--- config.mk ---
export PLATFORM = sky130hd
export DESIGN_NAME = vector_mem_sequencer
export DESIGN_NICKNAME = d
export VERILOG_FILES = /design/src/rtl/vector_mem_sequencer.sv
export SDC_FILE = /design/constraint.sdc
export NUM_CORES = 1
export LEC_CHECK = 0
export CORE_ASPECT_RATIO = 0.5
export CORE_MARGIN = 3
export CORE_UTILIZATION = 35
export CTS_CLUSTER_SIZE = 40
export DETAILED_ROUTE_END_ITERATION = 8
export PLACE_DENSITY = 0.69
export SYNTH_ARGS = -nofsm -noshare
export SYNTH_HDL_FRONTEND = slang
export SYNTH_SLANG_ARGS = --single-unit
--- constraint.sdc ---
create_clock -name clk -period 28.1 [get_ports clk]
set_input_delay 4.215 -clock clk [delete_from_list [all_inputs] [get_ports clk]]
set_output_delay 4.215 -clock clk [all_outputs]
set_load 0.05 [all_outputs]
--- src/rtl/vector_mem_sequencer.sv ---
// vector_mem_sequencer: walks the active elements of one strided, masked
// vector load/store and issues them one at a time to the data cache port,
// gathering load results into a packed vector register image.

`ifndef ONE_BYTE
`define ONE_BYTE 3'b000
`endif
`ifndef TWO_BYTE
`define TWO_BYTE 3'b001
`endif
`ifndef FOUR_BYTE
`define FOUR_BYTE 3'b010
`endif
`ifndef EIGHT_BYTE
`define EIGHT_BYTE 3'b011
`endif
`ifndef D_CACHE_NOP
`define D_CACHE_NOP 2'b00
`endif
`ifndef D_CACHE_LOAD
`define D_CACHE_LOAD 2'b01
`endif
`ifndef D_CACHE_STORE
`define D_CACHE_STORE 2'b10
`endif
`ifndef D_CACHE_RESTING
`define D_CACHE_RESTING 2'b00
`endif
`ifndef D_CACHE_WORKING
`define D_CACHE_WORKING 2'b01
`endif
`ifndef D_CACHE_STALL
`define D_CACHE_STALL 2'b10
`endif
`ifndef L_S_FINISHED
`define L_S_FINISHED 2'b11
`endif

module vector_mem_sequencer #(
  parameter int ADDR_WIDTH       = 17,
  parameter int DATA_LEN         = 32,
  parameter int VECTOR_SIZE      = 8,
  parameter int ENTRY_INDEX_SIZE = 3
) (
  input  logic                            clk,
  input  logic                            rst,
  input  logic                            vm_start,
  input  logic                            vm_is_store,
  input  logic [ADDR_WIDTH-1:0]           vm_base_addr,
  input  logic [ADDR_WIDTH-1:0]           vm_stride,
  input  logic [2:0]                      vm_vsew,
  input  logic [ENTRY_INDEX_SIZE:0]       vm_vl,
  input  logic [VECTOR_SIZE-1:0]          vm_mask,
  input  logic [DATA_LEN*VECTOR_SIZE-1:0] vm_store_data,
  output logic                            vm_busy,
  output logic                            vm_done,
  output logic                            vm_error,
  output logic [DATA_LEN*VECTOR_SIZE-1:0] vm_load_data,
  output logic [ADDR_WIDTH-1:0]           data_addr,
  output logic [2:0]                      data_type,
  output logic [DATA_LEN-1:0]             cache_written_data,
  output logic [1:0]                      cache_vis_signal,
  output logic [ENTRY_INDEX_SIZE:0]       length,
  input  logic [DATA_LEN-1:0]             data,
  input  logic [1:0]                      d_cache_vis_status
);

  typedef enum logic [2:0] {S_IDLE, S_SCAN, S_REQ, S_WAIT, S_DONE, S_ERR} state_t;

  state_t                          state, state_nxt;
  logic                            is_store_q;
  logic signed [ADDR_WIDTH-1:0]    stride_q;
  logic signed [ADDR_WIDTH-1:0]    acc_q;
  logic [2:0]                      vsew_q;
  logic [ENTRY_INDEX_SIZE:0]       vl_q;
  logic [ENTRY_INDEX_SIZE:0]       idx_q;
  logic [VECTOR_SIZE-1:0]          mask_q;
  logic [DATA_LEN*VECTOR_SIZE-1:0] store_data_q;
  logic [ENTRY_INDEX_SIZE-1:0]     slot;
  logic                            at_end;
  logic                            elem_active;

  function automatic logic sew_ok(input logic [2:0] s);
    return (s == `ONE_BYTE) || (s == `TWO_BYTE) || (s == `FOUR_BYTE);
  endfunction

  // Keep the low SEW bits of the cache word and clear everything above them.
  function automatic logic [DATA_LEN-1:0] zext_elem(input logic [DATA_LEN-1:0] d,
                                                    input logic [2:0] s);
    logic [DATA_LEN-1:0] r;
    r = '0;
    case (s)
      `ONE_BYTE: r[7:0]  = d[7:0];
      `TWO_BYTE: r[15:0] = d[15:0];
      default:   r       = d;
    endcase
    return r;
  endfunction

  assign slot        = idx_q[ENTRY_INDEX_SIZE-1:0];
  assign at_end      = (idx_q == vl_q);
  assign elem_active = mask_q[slot];
  assign vm_done     = (state == S_DONE);
  assign vm_error    = (state == S_ERR);
  assign length      = (ENTRY_INDEX_SIZE+1)'(1);

  // State register
  always_ff @(posedge clk or posedge rst) begin
    if (rst) state <= S_IDLE;
    else     state <= state_nxt;
  end

  // Next-state logic: one element examined per SCAN cycle, one access in flight
  always_comb begin
    state_nxt = state;
    case (state)
      S_IDLE: if (vm_start) begin
        if (!sew_ok(vm_vsew))  state_nxt = S_ERR;
        else if (vm_vl == '0)  state_nxt = S_DONE;
        else                   state_nxt = S_SCAN;
      end
      S_SCAN: if (at_end)           state_nxt = S_DONE;
              else if (elem_active) state_nxt = S_REQ;
      S_REQ:  if (d_cache_vis_status == `D_CACHE_RESTING) state_nxt = S_WAIT;
      S_WAIT: if (d_cache_vis_status == `L_S_FINISHED)    state_nxt = S_SCAN;
      S_DONE: state_nxt = S_IDLE;
      S_ERR:  state_nxt = S_IDLE;
      default: state_nxt = S_IDLE;
    endcase
  end

  // Request operands captured at start; they are only read while busy
  always_ff @(posedge clk) begin
    if (state == S_IDLE && vm_start) begin
      is_store_q   <= vm_is_store;
      stride_q     <= vm_stride;
      vsew_q       <= vm_vsew;
      vl_q         <= (vm_vl > (ENTRY_INDEX_SIZE+1)'(VECTOR_SIZE)) ?
                      (ENTRY_INDEX_SIZE+1)'(VECTOR_SIZE) : vm_vl;
      mask_q       <= vm_mask;
      store_data_q <= vm_store_data;
    end
  end

  // Element walk, cache port and result gathering; reset leaves the port idle
  always_ff @(posedge clk or posedge rst) begin
    if (rst) begin
      idx_q              <= '0;
      acc_q              <= '0;
      vm_busy            <= 1'b0;
      vm_load_data       <= '0;
      data_addr          <= '0;
      data_type          <= `ONE_BYTE;
      cache_written_data <= '0;
      cache_vis_signal   <= `D_CACHE_NOP;
    end else begin
      vm_busy <= (state_nxt != S_IDLE);
      case (state)
        S_IDLE: if (vm_start) begin
          idx_q        <= '0;
          acc_q        <= vm_base_addr;
          vm_load_data <= '0;
        end
        S_SCAN: if (!at_end) begin
          if (elem_active) begin
            data_addr        <= acc_q;
            data_type        <= vsew_q;
            cache_vis_signal <= is_store_q ? `D_CACHE_STORE : `D_CACHE_LOAD;
            if (is_store_q)
              cache_written_data <= store_data_q[slot*DATA_LEN +: DATA_LEN];
          end else begin
            idx_q <= idx_q + 1'b1;
            acc_q <= acc_q + stride_q;
          end
        end
        S_REQ: if (d_cache_vis_status == `D_CACHE_RESTING)
          cache_vis_signal <= `D_CACHE_NOP;
        S_WAIT: if (d_cache_vis_status == `L_S_FINISHED) begin
          if (!is_store_q)
            vm_load_data[slot*DATA_LEN +: DATA_LEN] <= zext_elem(data, vsew_q);
          idx_q <= idx_q + 1'b1;
          acc_q <= acc_q + stride_q;
        end
        default: ;
      endcase
    end
  end

endmodule
==> impl_metrics.ini, run 1 <==
[grt]
grt_use_met2_pct = 37.9
grt_util_all_layers_pct = 21.0
grt_pass1_wl_um = 111000
grtUsageMet1_pct = 24.3
met3_usage_pct = 3.95
overflow = 0
grt.busiest_layer = met2
grt_max_degree = 201
grt_antenna_before_repair = 13
grt_pass1_vias = 16500

[run]
drv_cap = 0

[synth]
yosysTopAreaCell = edfxtp_1
avgSynthCellArea_um2 = 14.4
syn_inst = 1655
synth_cell_types = 57
ys_top_cells_by_area = edfxtp_1 (36%), dfrtp_1 (35%), mux4_2 (6.2%)
async_reset_ff_share_pct = 53.7
synth_edf_count = 289
ys.flop_type = dfrtp_1
netlist_area_um2 = 23900
synth_warnings = 0
synth-seq-cells = 624
synth_seq_area_share_pct = 71.4
synth.top_cell.area_share_pct = 36.3

[routing]
antenna_left = 0
remaining_drc_errors = 0
dr.first_iter.drc_count = 1564
drt_wl_total_um = 77900
first_pass_iters = 6
post_drt_wl_per_cell_um = 24.0
vias = 16500
vias_per_cell = 5.07

[final_layout]
fin_cells = 3249
areaGrowthSynthToFinish_pct = 39.4
drive_above_1_share_pct = 8.34
fillers = 5806
mostFrequentLayoutCells = clkdlybuf4s50_1 (655), dfrtp_1 (333), nand2_1 (298)
mostFrequentLayoutCell = clkdlybuf4s50_1
final_cell_area_um2 = 33300
fin_nets = 2657

[setup_path]
start_kind = input port
r2r_slack_ps = 24310
critPathKind = in -> reg
crit_chain = clkdlybuf4s50_1, nand2b_1, nor3_2, buf_12, buf_4
slowest_delay_ps = 1040
critical-path-top-delay-family = buffers and inverters
end_kind = register
rr_startpoint = idx_q[0]
path_buf_inv = 3
cp.arrival_ps = 6990
r2r_end = vm_load_data[60]
r2r_cells = 7
cp_max_fo = 200
crit_slowest_cell = buf_4
required_ps = 28310

[power_and_ir_drop]
finalPower_uw = 2910
vdd_drop_max_mv = 0.0898
clkPwrFrac_pct = 27.4
netSwitchingFraction_pct = 34.6
power.switching_uw = 1010
power.density_nw_per_um2 = 87.4
p_seq_share_pct = 41.7
intPower_uw = 1900
p_leak_uw = 0.0130
combPwrFrac_pct = 30.9

[floorplanning]
ioPinCount = 660
die_h_um = 191
start_util_pct = 35.5
rows = 67
die_area_um2 = 71600
core_area_um2 = 67200
die-width_um = 376

[cts]
cts_setup_buffers = 0
clock-sinks = 624
cts_resized = 0
cts_buffer_depth = 3
numCtsBuffers = 56
root_buffer = clkbuf_16
path_clk_slew_ps = 70
hold_buffers = 0
tritoncts = done
insertion_delay_ps = 630
htreeDepth = 2

[sta]
worst-slew-pin-transition_ps = 1270
drv_slew = 0
layout_setup_ws_ps = 21320
setup_viol = 0
grt_setup_unrepaired = no
fin_crit_sh_pct = 24.1
skew_ps = 30.5
tns_ps = 0
finalHoldViolCount = 0
slew_headroom_pct = 15.4
finalCriticalPeriod_ps = 6780
max_freq_mhz = 148

[min_path]
hold_path_end = vm_load_data[27]
min_from = vm_load_data[27]
hp-class = reg -> reg
whs_path_depth = 2

[place]
place_inst = 3130
place_hpwl_um = 55100
dp_slack_ps = 20780
place_congestion = 0.881
postPlaceCellArea_um2 = 31400
io_buffers = 655

[status]
status = finished, final reports clean
tightest hold or removal path, stage by stage, from the launching register on:
cell and delay, ps:
dfrtp_1 340, nand2_1 40, o21ai_0 60
cell type report:
class | instances | area [µm²] | area share, %
timing repair buffer | 672 | 6710 | 20.1
antenna | 13 | 32.5 | 0.0977
clock inverter | 31 | 328 | 0.984
inverter | 9 | 41.3 | 0.124
sequential | 624 | 17100 | 51.3
tap | 897 | 1120 | 3.37
multi-input combinational | 928 | 6420 | 19.3
clock buffer | 75 | 1590 | 4.76
registers in the layout, summed over array words and instances (netlist names):
register	count
vl_q	4
stride_q	17
vm_busy	1
data_addr	17
cache_written_data	32
acc_q	17
mask_q	8
data_type	3
is_store_q	1
cache_vis_signal	2
store_data_q	256
state	3
vm_load_data	256
vsew_q	3
idx_q	4
routing by layer:
layer | share of wire [%] | routed length, µm
met1 | 36 | 28100
met2 | 54 | 42000
met3 | 5.0 | 3890
met4 | 5.1 | 3960
met5 | 0 | 0
kinds of logic after synthesis:
logic type / count (synthesis) / share of synthesized area, %
flops: 624 / 71.4
simple gates: 389 / 6.81
compound gates: 366 / 9.07
mux: 126 / 8.86
buf+inv: 105 / 1.85
fa+ha+maj: 23 / 1.24
xor+xnor: 20 / 0.733
other cells: 2 / 0.0314
power by group through the flow:
stage	sequential, µW	combinational [µW]	clock, µW
3_3_place_gp	1230	891	0
5_1_grt	1230	964	852
3_5_place_dp	1230	903	0
4_1_cts	1210	907	812
6_report	1210	899	798
2_1_floorplan	1410	482	0
cell usage after synthesis, types with 3 or more instances:
cell type  instances
dfrtp_1          335
nand2_1          299
edfxtp_1         289
o21ai_1          176
o21ai_0           79
mux4_2            66
a22o_1            65
clkbuf_1          61
mux2i_1           37
nor2_1            37
ha_1              22
mux2_1            22
a21oi_1           18
buf_2             17
buf_1             12
xor2_1            12
nor2b_1            9
a21o_1             8
inv_1              8
xnor2_1            8
nand2b_1           7
nor3_1             7
buf_4              5
nand4_1            4
and3_1             3
nand3_1            3
o211ai_1           3
o21bai_1           3
or3_1              3
worst max path at each step:
stage                             end  cells after the start  slack (ps)                  start
floorplan                     vm_busy                      5        1660               vm_start
finish               store_data_q[41]                      5       21320               vm_start
global route        vm_load_data[229]                      6       21180  d_cache_vis_status[0]
CTS                  store_data_q[41]                      5       21440               vm_start
global placement    store_data_q[140]                      5       20820               vm_start
detailed placement  store_data_q[115]                      5       20780               vm_start
stage by stage:
step / hold WS (ps) / util [%]
2_1_floorplan: 457 / -
6_report: 481 / 49.5
5_1_grt: 500 / 49.5
3_3_place_gp: 463 / 46.6
4_1_cts: 484 / 49.5
3_5_place_dp: 469 / 46.6
Note: power is estimated with default switching activity, not from simulation.
==> run 2: changes to the inputs <==
--- a/config.mk
+++ b/config.mk
@@ -10,7 +10,7 @@
 export CORE_UTILIZATION = 35
 export CTS_CLUSTER_SIZE = 40
 export DETAILED_ROUTE_END_ITERATION = 8
-export PLACE_DENSITY = 0.69
+export PLACE_DENSITY = 0.72
 export SYNTH_ARGS = -nofsm -noshare
 export SYNTH_HDL_FRONTEND = slang
 export SYNTH_SLANG_ARGS = --single-unit
==> constraint.sdc (replaced) <==
create_clock -name clk -period 6.05 [get_ports clk]
set_input_delay 0.9075 -clock clk [delete_from_list [all_inputs] [get_ports clk]]
set_output_delay 0.9075 -clock clk [all_outputs]
set_load 0.05 [all_outputs]
==> run 2 against run 1 <==
Against the previous run: wire length rose by 1.6%; setup slack got worse by 19000 ps; critical path depth rose by 2; total power rose to 4.7 times the previous value; register-to-register slack got worse by 22000 ps; die area did not move; flip-flop and latch count did not move; hold slack got worse by 1.2 ps; core utilization rose by 0.26 points; combinational power rose to 4.6 times the previous value; clock skew fell by 0.78 ps; global-route usage rose by 0.32 points; highest routed layer is now met5.
==> impl_metrics.ini, run 2 (same netlist as run 1, synthesis figures left out) <==
[grt]
grt_pass1_vias = 17000
grt_max_degree = 179
grt_antenna_before_repair = 28
overflow = 0
grt_pass1_wl_um = 113000
grt_util_all_layers_pct = 21.3

[setup_path]
start_kind = register
cp.arrival_ps = 4450
cp_max_fo = 50
end_kind = register
critPathKind = reg -> reg
required_ps = 6550

[floorplanning]
start_util_pct = 35.5
ioPinCount = 660
die_area_um2 = 71600
die_h_um = 191
core_area_um2 = 67200
die-width_um = 376
rows = 67

[sta]
worst-slew-pin-transition_ps = 1200
finalCriticalPeriod_ps = 3960
setup_viol = 0
slew_headroom_pct = 19.8
grt_setup_unrepaired = no
layout_setup_ws_ps = 2090
fin_crit_sh_pct = 65.4
finalHoldViolCount = 0
skew_ps = 29.7
max_freq_mhz = 253
hold_ws_ps = 480
drv_slew = 0

[routing]
drt_wl_total_um = 79200
first_pass_iters = 7
remaining_drc_errors = 0
vias = 16700
vias_per_cell = 5.12
antenna_left = 0
post_drt_wl_per_cell_um = 24.3
dr.first_iter.drc_count = 1388

[cts]
cts_setup_buffers = 0
tritoncts = done
cts_resized = 0
root_buffer = clkbuf_16
cts_buffer_depth = 3
insertion_delay_ps = 620
htreeDepth = 2
path_clk_slew_ps = 70
numCtsBuffers = 56
hold_buffers = 0
clock-sinks = 624

[place]
place_inst = 3134
place_congestion = 0.879
place_hpwl_um = 56800
dp_slack_ps = 2080
io_buffers = 655

[power_and_ir_drop]
finalPower_uw = 13700
vdd_drop_max_mv = 0.306
power.density_nw_per_um2 = 410
p_leak_uw = 0.0131

[status]
status = finished, final reports clean

[final_layout]
mostFrequentLayoutCells = clkdlybuf4s50_1 (655), dfrtp_1 (333), nand2_1 (298)
final_core_util_pct = 49.8
reg_top3 = store_data_q (256), vm_load_data (256), cache_written_data (32)
drive_above_1_share_pct = 8.80
fin_nets = 2661
mostFrequentLayoutCell = clkdlybuf4s50_1
fillers = 5747
areaGrowthSynthToFinish_pct = 40.1
fin_cells = 3265

[min_path]
hp-class = reg -> reg

[run]
drv_cap = 0
## run 2: cell type report
cell class                 count  area, µm²  share of cell area, %
inverter                       9       37.5                  0.112
multi-input combinational    928       6440                   19.2
tap                          897       1120                   3.35
clock buffer                  74       1590                   4.75
antenna                       26       65.1                  0.194
sequential                   624      17100                   51.0
timing repair buffer         676       6740                   20.1
clock inverter                31        417                   1.24
## run 2: final timing paths
check                                        from           endpoint  slack (ps)  cells past startpoint
worst min register to register  vm_load_data[106]  vm_load_data[106]         480                      2
worst min-delay path            vm_load_data[106]  vm_load_data[106]         480                      2
min in group asynchronous                     rst  vm_load_data[159]         560                      2
worst max-delay path                     idx_q[0]   vm_load_data[60]        2090                      7
worst max register to register           idx_q[0]   vm_load_data[60]        2090                      7
max in group asynchronous                     rst       data_addr[3]        4080                      4
## run 2: through the flow
stage	area (µm²)	setup TNS (ps)
5_1_grt	33500	0
4_1_cts	33400	0
3_3_place_gp	31400	0
3_5_place_dp	31400	0
2_1_floorplan	23900	-722800
6_report	33500	0
## run 2: critical path, stage by stage (launching register included)
cell	delay [ps]
dfrtp_4	1010
inv_1	310
ha_1	300
ha_1	350
nand2b_1	90
nor3_1	340
nand4_1	900
o21ai_0	520
## run 2: power breakdown
group | total (µW) | internal [µW] | leakage [µW] | switching [µW]
logic | 4170 | 1550 | 0.00486 | 2620
clock network | 3880 | 2210 | 0.000983 | 1670
registers | 5670 | 5260 | 0.00724 | 414
total | 13700 | 9020 | 0.0131 | 4700
## run 2: per-layer routing
layer / share of wire, % / track usage (%) / up-vias
met5: 0.016 / 0 / -
met4: 5.7 / 12.4 / 2
met3: 4.3 / 3.33 / 216
met2: 54 / 37.9 / 584
met1: 36 / 24.6 / 8599
li1: - / - / 7328
==> patch 1 (settings of run 1) <==
Register the outputs `vm_done` and `vm_error`, with the module's reset; this adds one clock of latency there. The other outputs are not delayed to match.
--- a/src/rtl/vector_mem_sequencer.sv
+++ b/src/rtl/vector_mem_sequencer.sv
@@ -100,8 +100,15 @@
   assign slot        = idx_q[ENTRY_INDEX_SIZE-1:0];
   assign at_end      = (idx_q == vl_q);
   assign elem_active = mask_q[slot];
-  assign vm_done     = (state == S_DONE);
-  assign vm_error    = (state == S_ERR);
+  always_ff @(posedge clk or posedge rst) begin
+    if (rst) begin
+      vm_done  <= '0;
+      vm_error <= '0;
+    end else begin
+      vm_done  <= (state == S_DONE);
+      vm_error <= (state == S_ERR);
+    end
+  end
   assign length      = (ENTRY_INDEX_SIZE+1)'(1);
 
   // State register
Function: not settled (the Yosys comparison gave no result); the edit may change what the design does.
==> patch 1 against run 1 <==
  * Largest cell class unchanged
  * Setup slack worse by 0.49 ns
  * Area after synthesis rose by 0.21%
  * Sequential cell count grew 2
  * Via count grew 0.54%
  * Fmax fell by 6.8%
  * Power fell by 0.64%
  * Largest power group unchanged
  * Wire length is 0.97% higher
  * Cell area about the same
==> patch 1: results (changes against run 1) <==
Clocking
  • Post-cts gate resize count: 0 (unchanged)
  • # H-tree levels: 2 (unchanged)
  • Clk root buf: clkbuf_16
  • Clk buf depth: 3 (unchanged)
  • Num CTS Buffers: 55 (-1.8%)
  • Setup bufs post-CTS: 0 (unchanged)
  • Clock-pin slew on the worst setup and hold paths: 0.07 ns (about the same)
  • Clk Latency, worst-skew pair: between 0.6 and 0.7 ns

Placement
  • Pre-CTS setup slack: 20.22 ns (-0.558 ns)
  • Post-DP HPWL: 56200 um (+2.0%)
  • IO buf count: 655 (unchanged)
  • Final estimated routing congestion in global placement: 0.845 (-4.1%)

Finish
  • Largest registers: store_data_q x256, vm_load_data x256, cache_written_data x32
  • Nets: 2660 (+0.11%)
  • Layout cell share with drive strength beyond 1: 0.0846 (+0.00125)
  • Fill cells: 5784 (-0.38%)

STA
  • Slew Limit Headroom: 0.127 (-0.0268)
  • Clk_skew: 0.0399 ns (+0.00938 ns)

Worst hold path
  • Worst hold path cell count: 2 (unchanged)
  • Hold Crit Class: flip-flop to flip-flop
  • Hold_sp: vm_load_data[156]
  • Worst Hold End: vm_load_data[156]

Synth
  • Yosys cell types: 57 (unchanged)
  • Dominant synthesized flop cell: dfrtp_1
  • Post-synthesis sequential area ratio: 0.715 (about the same)
  • Ys async rst share: 0.538 (+0.00148)
  • Yosys Warn Count: 0 (unchanged)
  • Top post-synthesis cells by count: 337 x dfrtp_1, 299 x nand2_1, 289 x edfxtp_1, 176 x o21ai_1, 79 x o21ai_0
  • EDFF count, synth: 289 (unchanged)
  • Synth top area cells: edfxtp_1 36%, dfrtp_1 35%, mux4_2 6.2%

Critical path
  • Critical path's slowest cell: buf_4
  • Worst EP arrival: 7.49 ns (+0.50 ns)
  • Worst-path fanout max: 88 (-56%)
  • Reg2reg setup slack: 24.22 ns (-0.09 ns)
  • Reg2reg start: idx_q[0]
  • R2R Path End: vm_load_data[60]
  • CP max stage delay: 0.94 ns (-0.10 ns)
  • Reg2Reg Depth: 7 (unchanged)

Drt
  • DR vias/cell: 5.09 (+0.45%)
  • DR WL/cell: 24.2 um (+0.88%)
  • First drt pass iteration count: 5 (-1)
  • DRT iter0 DRCs: 1159 (-26%)

Global routing
  • Largest net degree at the start of global routing: 171 (-15%)
  • Total track usage: 0.214 (+0.00395)
  • Initial antenna violation count: 16 (+3)
  • First-pass GRT wire length: 113000 um (+2.0%)
  • Number of global-route vias before repair: 16800 (+1.9%)

Pwr
  • Leak: 13.0 nW (+0.19%)
  • Worst vdd ir: 0.0511 mV (-43%)

Status
  • Outcome: complete, no violations
[patch 1: cell types whose count changed after synthesis]
cell / before / now
clkbuf_1: 61 / 60
buf_1: 12 / 13
dfrtp_1: 335 / 337
[patch 1: metrics by stage]
step                       util  hold slack, ns  cell area (sq um)  instances
after global placement    0.467           0.464              31400       3134
after global routing      0.495           0.499              33300       3251
after floorplan               -           0.457              24000       1659
final                     0.495           0.478              33300       3252
after CTS                 0.494           0.487              33300       3237
after detailed placement  0.467           0.471              31400       3134
[patch 1: cells by family after synthesis]
| group | count (synthesis) | synth area share |
|---|---|---|
| xor+xnor | 20 | 0.00732 |
| buf+inv | 105 | 0.0184 |
| fa+ha+maj | 23 | 0.0123 |
| other cells | 2 | 0.000314 |
| simple gates | 389 | 0.0680 |
| flops | 626 | 0.715 |
| mux | 126 | 0.0885 |
| compound gates | 366 | 0.0906 |
[patch 1: layer usage]
metal	wire length, um	part of all wire	vias up	GRT usage
met5	0	0	-	0
met2	43100	0.55	444	0.393
met1	28300	0.36	8598	0.245
li1	-	-	7318	-
met3	3060	0.039	191	0.0332
met4	4140	0.053	0	0.106
[patch 1: cell type report]
type | count | area share
Antenna cell | 15 | 0.00113
Clock buffer | 78 | 0.0485
Inverter | 9 | 0.00124
Timing Repair Buffer | 674 | 0.201
Tap cell | 897 | 0.0337
Sequential cell | 626 | 0.514
Multi-Input combinational cell | 928 | 0.193
Clock inverter | 25 | 0.00714
[patch 1: worst max-delay path, delay by kind of cell]
kind / cells / cell delay (ns)
buffers and inverters: 4 / 2.91
AND/OR/NAND/NOR: 2 / 0.20
[patch 1: worst max-delay path by stage]
stage,to,slack [ns],startpoint
global route,store_data_q[104],20.59,vm_start
CTS,store_data_q[174],20.88,vm_start
global placement,store_data_q[104],20.25,vm_start
floorplan,vm_busy,1.66,vm_start
finish,store_data_q[40],20.83,vm_start
detailed placement,store_data_q[238],20.22,vm_start
[patch 1: power breakdown]
| group | internal (mW) | leakage (nW) | switching, mW |
|---|---|---|---|
| Clock | 0.423 | 0.917 | 0.352 |
| Sequential | 1.13 | 7.27 | 0.0861 |
| Combinational | 0.333 | 4.85 | 0.564 |
| Total | 1.89 | 13.0 | 1.00 |
==> patch 2 (config.mk and constraints of run 1) <==
Made on the original files. `VECTOR_SIZE`: 8 -> 4.
--- a/src/rtl/vector_mem_sequencer.sv
+++ b/src/rtl/vector_mem_sequencer.sv
@@ -39,7 +39,7 @@
 module vector_mem_sequencer #(
   parameter int ADDR_WIDTH       = 17,
   parameter int DATA_LEN         = 32,
-  parameter int VECTOR_SIZE      = 8,
+  parameter int VECTOR_SIZE      = 4,
   parameter int ENTRY_INDEX_SIZE = 3
 ) (
   input  logic                            clk,
Ports: changed (resized vm_load_data, vm_mask and vm_store_data); port bits go from 660 to 400. No check against the original RTL was run, so the function may have changed too.
==> patch 2 against run 1 <==
  * Register-to-register slack improved by 0.08 ns
  * First-iteration DRC count decreased by 54%
  * Sequential cell count decreased by 260
  * Power decreased by 34%
  * Wire length decreased by 42%
  * Fmax decreased by 1.8%
  * Area after synthesis decreased by 38%
  * Synthesized cell count decreased by 31%
  * Setup slack got worse by 0.13 ns
  * Combinational power decreased by 21%
  * Cell area decreased by 39%
  * Count of clock-buffer cells in the layout decreased by 25
  * Via count decreased by 36%
  * Die area decreased by 37%
  * Largest cell class unchanged
==> patch 2: results (changes against run 1) <==
Global routing
  • First-pass GRT wire length: 65600 um (-41%)
  • Number of global-route vias before repair: 10600 (-36%)
  • Met2 Resource Use GR: 0.355 (-0.0238)
  • Met3 Usage GRT: 0.0225 (-0.0170)
  • GR met1 Demand/Resource: 0.227 (-0.0161)
  • Total track usage: 0.190 (-0.0204)

Pwr
  • Cell Int Power: 1.20 mW (-37%)
  • Worst vdd ir: 0.0449 mV (-50%)
  • Leak: 7.88 nW (-39%)

Critical path
  • Worst EP arrival: 7.31 ns (+0.32 ns)
  • CP max stage delay: 0.73 ns (-0.31 ns)
  • Worst path top cell family by delay: compound AO/OA/AOI/OAI gates
  • Worst-path fanout max: 100 (-50%)

Status
  • Outcome: complete, no violations

Placement
  • Pre-CTS setup slack: 20.66 ns (-0.113 ns)
  • IO buf count: 395 (-40%)
  • Final estimated routing congestion in global placement: 0.868 (-1.5%)

Drt
  • DRT iter0 DRCs: 713 (-54%)
  • DR WL met2: 24500 um (-42%)
  • WL met3: 1410 um (-64%)
  • First drt pass iteration count: 5 (-1)
  • Vias: 10600 (-36%)
  • Wl on met1: 17500 um (-38%)

Synth
  • Adder-Cell Fraction of Synth Area: 0.0199 (+0.00758)
  • Post-synthesis sequential area ratio: 0.668 (-0.0460)
  • Synth top area cells: dfrtp_1 35%, edfxtp_1 32%, nand2_1 6.5%
  • EDFF count, synth: 157 (-46%)
  • Compound-cell area share of the yosys netlist: 0.106 (+0.0154)
  • Mux contribution to synthesized area: 0.0675 (-0.0212)

Finish
  • Nets: 1757 (-34%)
  • Largest registers: store_data_q x128, vm_load_data x128, cache_written_data x32
  • Fill cells: 3572 (-38%)

STA
  • Clk_skew: 0.0138 ns (-0.0167 ns)

Clocking
  • Clk Latency, worst-skew pair: 0.53 ns (-0.10 ns)
## patch 2: changes by cell type in the layout (fill, tap and decap cells not counted), moves of 21 or more
cell / run 1 / this run
clkdlybuf4s50_1: 655 / 395
o21ai_1: 174 / 5
edfxtp_1: 289 / 157
dfrtp_1: 333 / 205
a22o_1: 65 / 8
o31ai_1: 2 / 48
o21ai_0: 79 / 121
nand2_1: 298 / 257
mux2i_1: 37 / 2
mux4_2: 66 / 33
clkbuf_16: 58 / 36
mux2_1: 22 / 0
mux2_2: 0 / 21
## patch 2: cell type report
cell class	instances	area share
Sequential cell	364	0.486
Inverter	14	0.00319
Multi-Input combinational cell	701	0.222
Antenna cell	6	0.000737
Clock buffer	50	0.0487
Clock inverter	15	0.00712
Timing Repair Buffer	406	0.198
Tap cell	567	0.0348
## patch 2: final timing paths
kind,depth (start not counted),end,startpoint,slack (ns)
setup / recovery,7,vm_load_data[84],vm_start,21.19
hold / removal,2,vm_load_data[74],vm_load_data[74],0.47
setup reg to reg,7,vm_load_data[47],idx_q[1],24.39
hold reg to reg,2,vm_load_data[74],vm_load_data[74],0.47
max in group asynchronous,4,vm_load_data[87],rst,21.72
min in group asynchronous,2,data_addr[12],rst,4.15
## patch 2: power by group through the flow
| stage | Combinational, mW | Sequential (mW) | Clock (mW) |
|---|---|---|---|
| 2_1_floorplan | 0.360 | 0.879 | 0 |
| 3_3_place_gp | 0.706 | 0.746 | 0 |
| 3_5_place_dp | 0.716 | 0.750 | 0 |
| 4_1_cts | 0.719 | 0.740 | 0.489 |
| 5_1_grt | 0.768 | 0.751 | 0.509 |
| 6_report | 0.714 | 0.739 | 0.478 |
## patch 2: stage by stage
step                area [sq um]  instances
global route               20400       2120
global placement           19200       2052
detailed placement         19200       2052
CTS                        20400       2117
floorplan                  14800       1153
finish                     20400       2123
